File: src/rtl/sample_sequencer_pkg.sv
// Shared defaults and FSM encoding for the sample sequencer.
package sample_sequencer_pkg;
  localparam int NUM_CHANNELS_DEFAULT = 14;
  localparam int SAMPLE_BITS_DEFAULT  = 8;

  typedef enum logic [2:0] {
    IDLE,
    SELECT,
    SETTLE,
    CAPTURE,
    PRESENT
  } state_t;
endpackage

File: src/rtl/sample_sequencer_tick.sv
// Frame-rate divider: one-cycle tick every period+1 enabled cycles, held at 0 while disabled.
// Tick is combinational from the counter; no backpressure.
module tick_divider #(
  parameter int DIV_WIDTH = 16
) (
  input  logic                 clk,
  input  logic                 reset,
  input  logic                 enable,
  input  logic [DIV_WIDTH-1:0] period,
  output logic                 tick
);
  logic [DIV_WIDTH-1:0] count;

  assign tick = enable && (count == period);

  always_ff @(posedge clk) begin
    if (reset || !enable || tick) begin
      count <= '0;
    end else begin
      count <= count + 1'b1;
    end
  end
endmodule

File: src/rtl/sample_sequencer.sv
// Walks the external mux through every channel once per frame tick and presents each sample.
// First sample valid 3+SETTLE_CYCLES after the tick; out_ready low holds the presented sample.
module sample_sequencer
  import sample_sequencer_pkg::*;
#(
  parameter int NUM_CHANNELS  = NUM_CHANNELS_DEFAULT,
  parameter int SAMPLE_BITS   = SAMPLE_BITS_DEFAULT,
  parameter int SETTLE_CYCLES = 2,
  parameter int DIV_WIDTH     = 16
) (
  input  logic                   clk,
  input  logic                   reset,
  input  logic                   enable,
  input  logic [DIV_WIDTH-1:0]   sample_div,
  input  logic [SAMPLE_BITS-1:0] sample_in,
  input  logic                   out_ready,
  input  logic                   clear_overrun,
  output logic [3:0]             ch_sel,
  output logic                   out_valid,
  output logic [3:0]             out_channel,
  output logic [SAMPLE_BITS-1:0] out_data,
  output logic                   frame_start,
  output logic                   frame_done,
  output logic                   overrun
);
  localparam logic [3:0] LAST_CH     = 4'(NUM_CHANNELS - 1);
  localparam logic [3:0] SETTLE_LOAD = 4'(SETTLE_CYCLES - 1);

  state_t     state;
  state_t     state_nxt;
  logic [3:0] ch_idx;
  logic [3:0] settle_cnt;
  logic       tick;
  logic       handshake;

  tick_divider #(.DIV_WIDTH(DIV_WIDTH)) u_tick_divider (
    .clk    (clk),
    .reset  (reset),
    .enable (enable),
    .period (sample_div),
    .tick   (tick)
  );

  // out_valid is only ever high in PRESENT, so ready alone cannot complete a transfer
  assign handshake = out_valid && out_ready;

  always_comb begin
    state_nxt   = state;
    frame_start = 1'b0;
    frame_done  = 1'b0;
    case (state)
      IDLE: begin
        if (tick) begin
          state_nxt   = SELECT;
          frame_start = 1'b1;
        end
      end
      SELECT:  state_nxt = SETTLE;
      SETTLE:  if (settle_cnt == 4'd0) state_nxt = CAPTURE;
      CAPTURE: state_nxt = PRESENT;
      PRESENT: begin
        if (handshake) begin
          if (ch_idx == LAST_CH) begin
            state_nxt  = IDLE;
            frame_done = 1'b1;
          end else begin
            state_nxt = SELECT;
          end
        end
      end
      default: state_nxt = IDLE;
    endcase
    if (reset) begin
      frame_start = 1'b0;
      frame_done  = 1'b0;
    end
  end

  always_ff @(posedge clk) begin
    if (reset) begin
      state       <= IDLE;
      ch_idx      <= 4'd0;
      settle_cnt  <= 4'd0;
      ch_sel      <= 4'd0;
      out_valid   <= 1'b0;
      out_channel <= 4'd0;
      out_data    <= '0;
      overrun     <= 1'b0;
    end else begin
      state <= state_nxt;
      case (state)
        IDLE: if (tick) ch_idx <= 4'd0;
        SELECT: begin
          ch_sel     <= ch_idx;
          settle_cnt <= SETTLE_LOAD;
        end
        SETTLE: if (settle_cnt != 4'd0) settle_cnt <= settle_cnt - 1'b1;
        CAPTURE: begin
          out_data    <= sample_in;
          out_channel <= ch_idx;
          out_valid   <= 1'b1;
        end
        PRESENT: begin
          if (handshake) begin
            out_valid <= 1'b0;
            ch_idx    <= (ch_idx == LAST_CH) ? 4'd0 : ch_idx + 4'd1;
          end
        end
        default: ;
      endcase
      // a tick landing mid-frame is dropped; setting wins over a same-cycle clear
      if (tick && state != IDLE) begin
        overrun <= 1'b1;
      end else if (clear_overrun) begin
        overrun <= 1'b0;
      end
    end
  end
endmodule

File: config.mk
export PLATFORM = sky130hd
export DESIGN_NAME = sample_sequencer
export DESIGN_NICKNAME = d
export VERILOG_FILES = /design/src/rtl/sample_sequencer_pkg.sv /design/src/rtl/sample_sequencer_tick.sv /design/src/rtl/sample_sequencer.sv
export SDC_FILE = /design/constraint.sdc
export NUM_CORES = 1
export LEC_CHECK = 0
export BUFFER_PORTS_ARGS = -buffer_cell sky130_fd_sc_hd__buf_2
export CAP_MARGIN = 5
export CORE_ASPECT_RATIO = 1.5
export CORE_UTILIZATION = 35
export DETAILED_ROUTE_END_ITERATION = 8
export RECOVER_POWER = 100
export SLEW_MARGIN = 40
export SYNTH_ARGS = -nofsm -noshare
export SYNTH_HDL_FRONTEND = slang
export SYNTH_SLANG_ARGS = --single-unit
File: constraint.sdc
create_clock -name clk -period 4.9 [get_ports clk]
set_clock_uncertainty 0.05 [all_clocks]
set_input_delay 0.245 -clock clk [delete_from_list [all_inputs] [get_ports clk]]
set_output_delay 0.245 -clock clk [all_outputs]
set_load 0.005 [all_outputs]
==> results of run 1 <==
==> cell usage in the layout, fill, tap and decap left out, types with 5 or more instances in the layout <==
cell / n
sky130_fd_sc_hd__xor2_1: 17
sky130_fd_sc_hd__or3_1: 5
sky130_fd_sc_hd__inv_1: 6
sky130_fd_sc_hd__xnor2_1: 16
sky130_fd_sc_hd__nand4_1: 5
sky130_fd_sc_hd__clkbuf_1: 13
sky130_fd_sc_hd__nor3_1: 10
sky130_fd_sc_hd__buf_2: 34
sky130_fd_sc_hd__nand2_1: 42
sky130_fd_sc_hd__clkbuf_8: 5
sky130_fd_sc_hd__dfxtp_1: 45
sky130_fd_sc_hd__ha_1: 5
sky130_fd_sc_hd__a21oi_1: 25
sky130_fd_sc_hd__nand3_1: 13
sky130_fd_sc_hd__nor2_1: 24
==> worst register-to-register path: cells and delay by family (launching register included) <==
family,cells,cell delay (ns)
compound gates,1,1.31
xor+xnor,1,0.16
flops,1,0.44
simple gates,3,0.68
==> where the power goes <==
part	internal [mW]	leakage (nW)	switching [mW]	total, mW
Sequential	0.366	0.363	0.00113	0.367
Combinational	0.0136	0.454	0.0144	0.0281
Clock	0.103	0.0447	0.137	0.240
Total	0.483	0.861	0.152	0.635
==> kinds of logic after synthesis <==
group,Yosys count,share of synthesized area [%]
DFF,45,43.6
AOI/OAI and AO/OA,36,9.86
buffers and inverters,14,2.84
and+or+nand+nor,117,26.7
xor gates and xnor gates,33,14.0
adders and majority gates,5,3.02
==> routing by layer <==
layer	part of all wire (%)	up-vias	track usage (%)
li1	-	935	-
met1	44	823	18.6
met2	51	35	27.0
met3	3.1	6	2.84
met4	1.5	0	7.41
met5	0	-	0
==> flip-flops by register name (all words and copies together) (netlist names) <==
signal,cells
u_tick_divider.count,16
out_data,8
ch_idx,4
ch_sel,4
out_channel,4
settle_cnt,4
state,3
out_valid,1
overrun,1
==> worst paths after layout <==
path | start | end | slack [ns]
min | sample_in[2] | out_data[2] | 0.12
min reg2reg | out_data[6] | out_data[6] | 0.41
max | u_tick_divider.count[11] | u_tick_divider.count[5] | 2.10
max reg2reg | u_tick_divider.count[11] | u_tick_divider.count[5] | 2.10
==> final cells by class <==
| class | instances | share of cell area [%] |
|---|---|---|
| well taps | 70 | 3.60 |
| multi-input cells | 191 | 45.3 |
| repair buffers | 48 | 9.21 |
| clock inverters | 3 | 1.03 |
| inverters | 6 | 0.926 |
| flip-flops and latches | 45 | 37.1 |
| clock buffers | 5 | 2.83 |
==> flow_summary.yaml, run 1 <==
sta:
  worst_slew_margin_rel_pct: -13.8
  finalMaxSlewViolations: 16
  setup_viol: 0
  finalCritPeriodShare_pct: 57.2
  hold_ws_ns: 0.120
  hold_viol: 0
  period_minus_slack_ns: 2.80
  fmax_mhz: 357
  setup_slack_after_layout_ns: 2.10
  worst-slew-pin-transition_ns: 1.69
  rsz_0062_raised_after_global_routing: "false"
  final.setup.tns_ns: 0
worst_setup_path:
  worst-endpoint-required_ns: 4.97
  crit_path_max_incr_delay_ns: 1.30
  path_cells: "xnor2_1 > nand4_1 > or3_4 > o21ai_0 > nor2_1"
  crit_fanout: 15
  worstSetupPathType: "register to register"
  end_kind: "register"
  rr_worst_depth: 5
  critical_path.startpoint_type: "register"
  path_depth: 5
  worstPathBufferInverterCount: 0
  crit_slowest_cell: "sky130_fd_sc_hd__o21ai_0"
  critical-path-top-delay-family: "compound AO/OA/AOI/OAI gates"
  worst_ep_arrival_time_ns: 2.88
placement:
  port_buffers: 48
  detailedPlacementHpwl_um: 3360
  dpl_worst_slack_ns: 2.85
  placedCellCount: 360
  placed_area_um2: 2360
  gp_congestion: 0.769
pwr:
  power_uw: 635
  powerDensity_nw_per_um2: 261
  power_leakage_nw: 0.861
  power.ir.vdd_worst_mv: 0.158
die:
  chipWidth_um: 64.8
  placementRows: 33
  ios: 49
  die_area_um2: 6230
  design.core.area_um2: 5570
  die-height_um: 96.2
  initial_core_util_pct: 37.1
clock_network:
  cts_max_level: 2
  cts_hold_repair.buffers: 0
  cts_made_buffers: 5
  clk_latency_ns: 0.30
  cts.reportedPaths.clkPinSlew_ns: 0.10
  tritoncts: "built"
  cts.sinks: 45
  cts.repair_timing.setup_buffer_count: 0
  cts.repair.resized: 0
  cts_root_buffer: "sky130_fd_sc_hd__clkbuf_8"
  clock_tree.buffer_depth: 2
route:
  wl_per_cell_um: 12.4
  drc_errors: 0
  ant_nets: 0
  firstDrtPassIters: 4
  drtIter0Drc: 59
  vias: 1799
  routed_via_density: 4.89
  totalWireLength_um: 4560
cells_and_area:
  drive_gt1_share_pct: 15.1
  nets: 331
  areaGrowthSynthToFinish_pct: 17.5
  final_core_util_pct: 43.6
  area.sequential_um2: 901
  number_of_fill_cells: 601
  layout.cells.non_filler: 368
  area_taken_by_multi_input_logic_gates_um2: 1100
  num_antenna_cells: 0
  finalInstanceArea_um2: 2430
synth:
  synth.cell_area_um2: 2070
  synth_cells: 250
  synth_largest_area_cell: "sky130_fd_sc_hd__dfxtp_1"
  ys_async_sr_fraction_pct: 0
  synth_enable_flop_cells: 0
  yosys-top-cells-count: "sky130_fd_sc_hd__dfxtp_1 (45), sky130_fd_sc_hd__nand2_1 (42), sky130_fd_sc_hd__a21oi_1 (25), sky130_fd_sc_hd__nor2_1 (25), sky130_fd_sc_hd__xor2_1 (17)"
  synth.distinct_cells: 32
  syn_avg_cell_area_um2: 8.27
  portion_of_synthesized_cell_area_occupied_by_the_leading_cell_type_pct: 43.6
  mappedNetlistNets: 284
  synthMostInstantiatedCell: "sky130_fd_sc_hd__dfxtp_1"
  seq_area_frac_synth_pct: 43.6
  synth_area_leaders: "sky130_fd_sc_hd__dfxtp_1 (44%), sky130_fd_sc_hd__nand2_1 (7.6%), sky130_fd_sc_hd__xor2_1 (7.2%), sky130_fd_sc_hd__xnor2_1 (6.8%), sky130_fd_sc_hd__a21oi_1 (6.0%)"
  postSynthRegisterBits: 45
  synthesis.yosys.warnings: 0
  ys.flop_type: "sky130_fd_sc_hd__dfxtp_1"
grt:
  grt_pass1_wl_um: 7560
  grt_antenna_before_repair: 0
  first_global_vias: 1682
  maximum_number_of_pins_on_one_net_before_global_route_repair: 33
  grtUsageTotal_pct: 15.7
  global_route.overflow_total: 0
status:
  outcome: "complete, but fails checks"
  violations: "capacitance limit, slew limit"
flow_run:
  maxCapViolCount: 1
min_path:
  holdPathStages: 3
  min_delay_path_class: "input port to register"
Note: power is estimated with default switching activity, not from simulation.
==> inputs of run 2 (changes only) <==
--- a/config.mk
+++ b/config.mk
@@ -5,6 +5,7 @@
 export SDC_FILE = /design/constraint.sdc
 export NUM_CORES = 1
 export LEC_CHECK = 0
+export ABC_AREA = 1
 export BUFFER_PORTS_ARGS = -buffer_cell sky130_fd_sc_hd__buf_2
 export CAP_MARGIN = 5
 export CORE_ASPECT_RATIO = 1.5
==> constraint.sdc (replaced) <==
create_clock -name clk -period 2.8 [get_ports clk]
set_clock_uncertainty 0.05 [all_clocks]
set_input_delay 0.14 -clock clk [delete_from_list [all_inputs] [get_ports clk]]
set_output_delay 0.14 -clock clk [all_outputs]
set_load 0.005 [all_outputs]
==> run 2 against run 1 <==
Sequential power increased by 87%. The run now ends clean. Area after synthesis is 16% higher. Clock power increased by 110%.
==> flow_summary.yaml, run 2 <==
status:
  outcome: "completed"
min_path:
  min_delay_path_class: "input port to register"
  hold_path_end: "out_data[7]"
  hold_start: "sample_in[7]"
  holdPathStages: 3
route:
  wl_met2_um: 2860
  drtIter0Drc: 98
  totalWireLength_um: 5500
  vias: 2243
  drc_errors: 0
  ant_nets: 0
  wl_met1_um: 2280
  wl_met3_um: 240
  firstDrtPassIters: 4
  wl_per_cell_um: 11.8
  routed_via_density: 4.81
  topRoutingLayerUsed: "met4"
worst_setup_path:
  critical_path.reg2reg.startpoint: "u_tick_divider.count[8]"
  worst-r2r-setup-slack_ns: 0.68
  critical_path.reg2reg.endpoint: "u_tick_divider.count[12]"
  crit_fanout: 16
  worstSetupPathType: "register to register"
  end_kind: "register"
  rr_worst_depth: 8
  worst-endpoint-required_ns: 2.96
  critical_path.startpoint_type: "register"
  worst_ep_arrival_time_ns: 2.28
synth:
  syn_avg_cell_area_um2: 7.04
  postSynthRegisterBits: 45
  synth_largest_area_cell: "sky130_fd_sc_hd__dfxtp_1"
  ys_async_sr_fraction_pct: 0
  synthesis.yosys.warnings: 0
  synthMostInstantiatedCell: "sky130_fd_sc_hd__nand2_1"
  synth_enable_flop_cells: 0
  mappedNetlistNets: 376
  yosys-top-cells-count: "sky130_fd_sc_hd__nand2_1 (66), sky130_fd_sc_hd__nor2_1 (49), sky130_fd_sc_hd__dfxtp_1 (45)"
  synth.distinct_cells: 36
  synth_area_leaders: "sky130_fd_sc_hd__dfxtp_1 (37%), sky130_fd_sc_hd__nand2_1 (10%), sky130_fd_sc_hd__nor2_1 (7.6%), sky130_fd_sc_hd__inv_1 (6.7%), sky130_fd_sc_hd__a21oi_1 (4.6%)"
  portion_of_synthesized_cell_area_occupied_by_the_leading_cell_type_pct: 37.4
  seq_area_frac_synth_pct: 37.4
  synth.cell_area_um2: 2410
  ys.flop_type: "sky130_fd_sc_hd__dfxtp_1"
  synth_cells: 342
die:
  die_area_um2: 7220
  placementRows: 36
  design.core.area_um2: 6580
  chipWidth_um: 69.7
  initial_core_util_pct: 36.6
  ios: 49
  die-height_um: 104
pwr:
  power_mw: 1.38
  powerDensity_nw_per_um2: 498
  power_leakage_nw: 1.20
  power.ir.vdd_worst_mv: 0.194
placement:
  dpl_worst_slack_ns: 1.06
  gp_congestion: 0.860
  port_buffers: 48
  detailedPlacementHpwl_um: 4310
sta:
  period_minus_slack_ns: 2.12
  worst-slew-pin-transition_ns: 0.666
  finalMaxSlewViolations: 0
  setup_slack_after_layout_ns: 0.678
  setup_viol: 0
  worst_slew_margin_rel_pct: 55.5
  fmax_mhz: 471
  finalCritPeriodShare_pct: 75.8
  final.setup.tns_ns: 0
  hold_ws_ns: 0.0414
  rsz_0062_raised_after_global_routing: "false"
  hold_viol: 0
cells_and_area:
  layout_commonest_cell: "sky130_fd_sc_hd__nand2_1"
  largest_register_ffs: 16
  drive_gt1_share_pct: 18.2
  biggestRegsByFlops: "u_tick_divider.count: 16 flops, out_data: 8 flops"
  nets: 423
  areaGrowthSynthToFinish_pct: 14.9
  layout_common_cells: "sky130_fd_sc_hd__nand2_1 (66), sky130_fd_sc_hd__nor2_1 (50), sky130_fd_sc_hd__dfxtp_1 (45)"
  num_antenna_cells: 0
  largest-register: "u_tick_divider.count"
clock_network:
  cts_max_level: 2
  cts_hold_repair.buffers: 0
  cts.repair.resized: 0
  cts.reportedPaths.clkPinSlew_ns: 0.09
  cts.sinks: 45
  clk_latency_ns: 0.29
  cts.repair_timing.setup_buffer_count: 0
  cts_made_buffers: 5
  tritoncts: "built"
  clock_tree.buffer_depth: 2
  cts_root_buffer: "sky130_fd_sc_hd__clkbuf_8"
grt:
  grt_pass1_wl_um: 9520
  grtUsageTotal_pct: 16.2
  global_route.overflow_total: 0
  first_global_vias: 2142
  maximum_number_of_pins_on_one_net_before_global_route_repair: 19
  grt_antenna_before_repair: 0
flow_run:
  maxCapViolCount: 0
run 2: cell count changes after synthesis, moves of 5 or more:
cell	previous run	this run
sky130_fd_sc_hd__inv_1	6	43
sky130_fd_sc_hd__nand2_1	42	66
sky130_fd_sc_hd__nor2_1	25	49
sky130_fd_sc_hd__o21ai_0	3	22
sky130_fd_sc_hd__xnor2_1	16	4
sky130_fd_sc_hd__xor2_1	17	7
sky130_fd_sc_hd__nand4_1	5	10
sky130_fd_sc_hd__or3_1	5	0
run 2: worst max-delay path, cell delays in order, from the launching register on:
cell and delay (ns):
sky130_fd_sc_hd__dfxtp_1 0.49, sky130_fd_sc_hd__clkinvlp_2 0.25, sky130_fd_sc_hd__nor2_2 0.14, sky130_fd_sc_hd__nor2_1 0.05, sky130_fd_sc_hd__nand2_1 0.07, sky130_fd_sc_hd__nor2_2 0.06, sky130_fd_sc_hd__nand3_1 0.09, sky130_fd_sc_hd__nand3_1 0.47
sky130_fd_sc_hd__nor3b_1 0.36
run 2: per-stage QoR:
stage                     area [µm²]  utilization (%)  std cells
final                           2770             42.1        466
after global routing            2770             42.1        466
after CTS                       2820             42.8        466
after detailed placement        2700             41.1        458
after global placement          2700             41.1        458
after floorplan                 2410                -        342
run 2: worst max path at each step:
stage	startpoint	to	slack [ns]	depth (start not counted)
after floorplan	u_tick_divider.count[0]	u_tick_divider.count[12]	1.27	10
after global placement	u_tick_divider.count[0]	u_tick_divider.count[12]	1.11	10
after detailed placement	u_tick_divider.count[0]	u_tick_divider.count[12]	1.06	10
after CTS	u_tick_divider.count[4]	frame_start	0.81	8
after global routing	u_tick_divider.count[8]	u_tick_divider.count[12]	0.45	8
final	u_tick_divider.count[8]	u_tick_divider.count[12]	0.68	8
run 2: logic make-up (layout without fill, tap and decap cells):
group | count (synthesis) | after routing | synth area share, %
AND/OR/NAND/NOR | 178 | 178 | 36.5
buffers and inverters | 57 | 105 | 9.66
AO/OA/AOI/OAI | 46 | 46 | 9.82
flip-flops | 45 | 45 | 37.4
XOR/XNOR | 11 | 11 | 4.00
adder cells (fa/ha/maj) | 5 | 5 | 2.60
run 2: layout make-up:
class / count / area, µm²
well taps: 76 / 95.1
inverters: 48 / 181
flip-flops and latches: 45 / 901
clock buffers: 7 / 86.3
multi-input cells: 240 / 1230
fillers: 727 / 3810
repair buffers: 49 / 238
clock inverters: 1 / 30.0
run 2: per-layer routing:
| layer | vias to the layer above | track usage, % |
|---|---|---|
| li1 | 1182 | - |
| met1 | 1001 | 17.4 |
| met2 | 50 | 30.0 |
| met3 | 10 | 3.50 |
| met4 | 0 | 6.43 |
| met5 | - | 0 |
run 2: where the power goes:
group / switching (mW) / internal, mW
Clock: 0.223 / 0.291
Sequential: 0.0179 / 0.667
Combinational: 0.107 / 0.0707
==> inputs of run 3 (changes only) <==
==> constraint.sdc (replaced) <==
create_clock -name clk -period 2.03 [get_ports clk]
set_clock_uncertainty 0.05 [all_clocks]
set_input_delay 0.1015 -clock clk [delete_from_list [all_inputs] [get_ports clk]]
set_output_delay 0.1015 -clock clk [all_outputs]
set_load 0.005 [all_outputs]
==> run 3 against run 2 <==
Register-to-register slack worse by 0.44 ns. Via count down 0.40%. Utilization down 0.13 points. Cell count unchanged. Critical endpoint is now frame_start. Combinational power is 40% higher. Sequential power grew 38%. Routed wire length shrank 0.82%. Final area shrank 0.32%.
==> flow_summary.yaml, run 3 (synthesized netlist as in run 2, its figures left out) <==
grt:
  maximum_number_of_pins_on_one_net_before_global_route_repair: 18
  global_route.overflow_total: 0
  grtUsageTotal_pct: 15.7
  grt_pass1_wl_um: 9270
  first_global_vias: 2081
  grt_antenna_before_repair: 0
die:
  initial_core_util_pct: 36.6
  die-height_um: 104
  chipWidth_um: 69.7
  design.core.area_um2: 6580
  die_area_um2: 7220
  placementRows: 36
  ios: 49
cells_and_area:
  layout_commonest_cell: "sky130_fd_sc_hd__nand2_1"
  biggestRegsByFlops: "u_tick_divider.count: 16 flops, out_data: 8 flops"
  drive_gt1_share_pct: 19.7
  largest_register_ffs: 16
  num_antenna_cells: 0
  nets: 425
  areaGrowthSynthToFinish_pct: 14.5
  layout_common_cells: "sky130_fd_sc_hd__nand2_1 (66), sky130_fd_sc_hd__nor2_1 (51), sky130_fd_sc_hd__dfxtp_1 (45)"
  largest-register: "u_tick_divider.count"
  final_core_util_pct: 41.9
route:
  vias: 2234
  wl_per_cell_um: 11.7
  drtIter0Drc: 78
  ant_nets: 0
  routed_via_density: 4.79
  drc_errors: 0
  firstDrtPassIters: 4
  totalWireLength_um: 5450
clock_network:
  cts_max_level: 2
  clk_latency_ns: 0.29
  cts.repair_timing.setup_buffer_count: 0
  clock_tree.buffer_depth: 2
  cts_hold_repair.buffers: 0
  cts_root_buffer: "sky130_fd_sc_hd__clkbuf_8"
  cts.sinks: 45
  cts.reportedPaths.clkPinSlew_ns: 0.08
  cts_made_buffers: 5
  cts.repair.resized: 0
  tritoncts: "built"
min_path:
  min_delay_path_class: "input port to register"
sta:
  hold_viol: 0
  rsz_0062_raised_after_global_routing: "true"
  setup_slack_after_layout_ns: 0.103
  period_minus_slack_ns: 1.93
  worst_slew_margin_rel_pct: 70.3
  finalCritPeriodShare_pct: 94.9
  fmax_mhz: 519
  finalMaxSlewViolations: 0
  worst-slew-pin-transition_ns: 0.446
  setup_viol: 0
worst_setup_path:
  crit_fanout: 6
  critical_path.startpoint_type: "register"
  end_kind: "output port"
  worstSetupPathType: "register to output port"
  worst_ep_arrival_time_ns: 1.78
  worst-endpoint-required_ns: 1.88
flow_run:
  maxCapViolCount: 0
status:
  outcome: "completed"
pwr:
  power_leakage_nw: 1.20
  power.ir.vdd_worst_mv: 0.283
  powerDensity_nw_per_um2: 617
placement:
  port_buffers: 48
  gp_congestion: 0.841
  dpl_worst_slack_ns: 0.278
  detailedPlacementHpwl_um: 4260
## run 3: cell types whose count changed in the layout (fill, tap and decap cells not counted), sizes merged
cell | before | now
buf | 43 | 46
bufinv | 1 | 0
clkbuf | 13 | 10
clkinv | 0 | 2
clkinvlp | 1 | 0
## run 3: layout make-up
class | instances | area (µm²)
fillers | 715 | 3820
multi-input cells | 240 | 1250
flip-flops and latches | 45 | 901
repair buffers | 51 | 254
inverters | 48 | 181
well taps | 76 | 95.1
clock buffers | 5 | 68.8
clock inverters | 1 | 5.00
## run 3: layer usage
layer	GRT usage (%)	part of all wire [%]	vias to the layer above
li1	-	-	1190
met1	17.3	42	990
met3	3.02	3.7	5
met4	5.14	1.3	0
met2	29.5	53	49
met5	0	0	-
## run 3: critical path, cell delays in order (launching register included)
cell and delay (ns):
sky130_fd_sc_hd__dfxtp_1 0.32, sky130_fd_sc_hd__inv_1 0.10, sky130_fd_sc_hd__nand2_1 0.09, sky130_fd_sc_hd__o21ai_0 0.09, sky130_fd_sc_hd__or2_2 0.29, sky130_fd_sc_hd__nor3b_1 0.19
sky130_fd_sc_hd__nand4_1 0.14, sky130_fd_sc_hd__nor3_2 0.14, sky130_fd_sc_hd__buf_2 0.14
## run 3: path summary, 6_finish.rpt
kind                            from     endpoint  slack, ns  cells after the start
min                    clear_overrun      overrun      0.005                      4
max          u_tick_divider.count[4]  frame_start       0.10                      8
max reg2reg  u_tick_divider.count[8]    ch_idx[2]       0.24                      8
min reg2reg                ch_sel[1]    ch_sel[1]       0.39                      2
## run 3: stage by stage
stage               TNS [ns]  hold WS (ns)  std cells  power (mW)  instance area (µm²)
floorplan                  0         0.121        342        1.13                 2410
global placement           0         0.299        460        1.22                 2720
detailed placement         0         0.314        460        1.22                 2720
CTS                        0       0.00311        466        1.75                 2790
global route         -0.0527       0.00115        466        1.82                 2760
finish                     0       0.00524        466        1.70                 2760
## run 3: power by group
part	switching [mW]	leakage (nW)	internal [mW]
clock	0.281	0.0399	0.227
combinational	0.149	0.800	0.100
sequential	0.0239	0.363	0.920
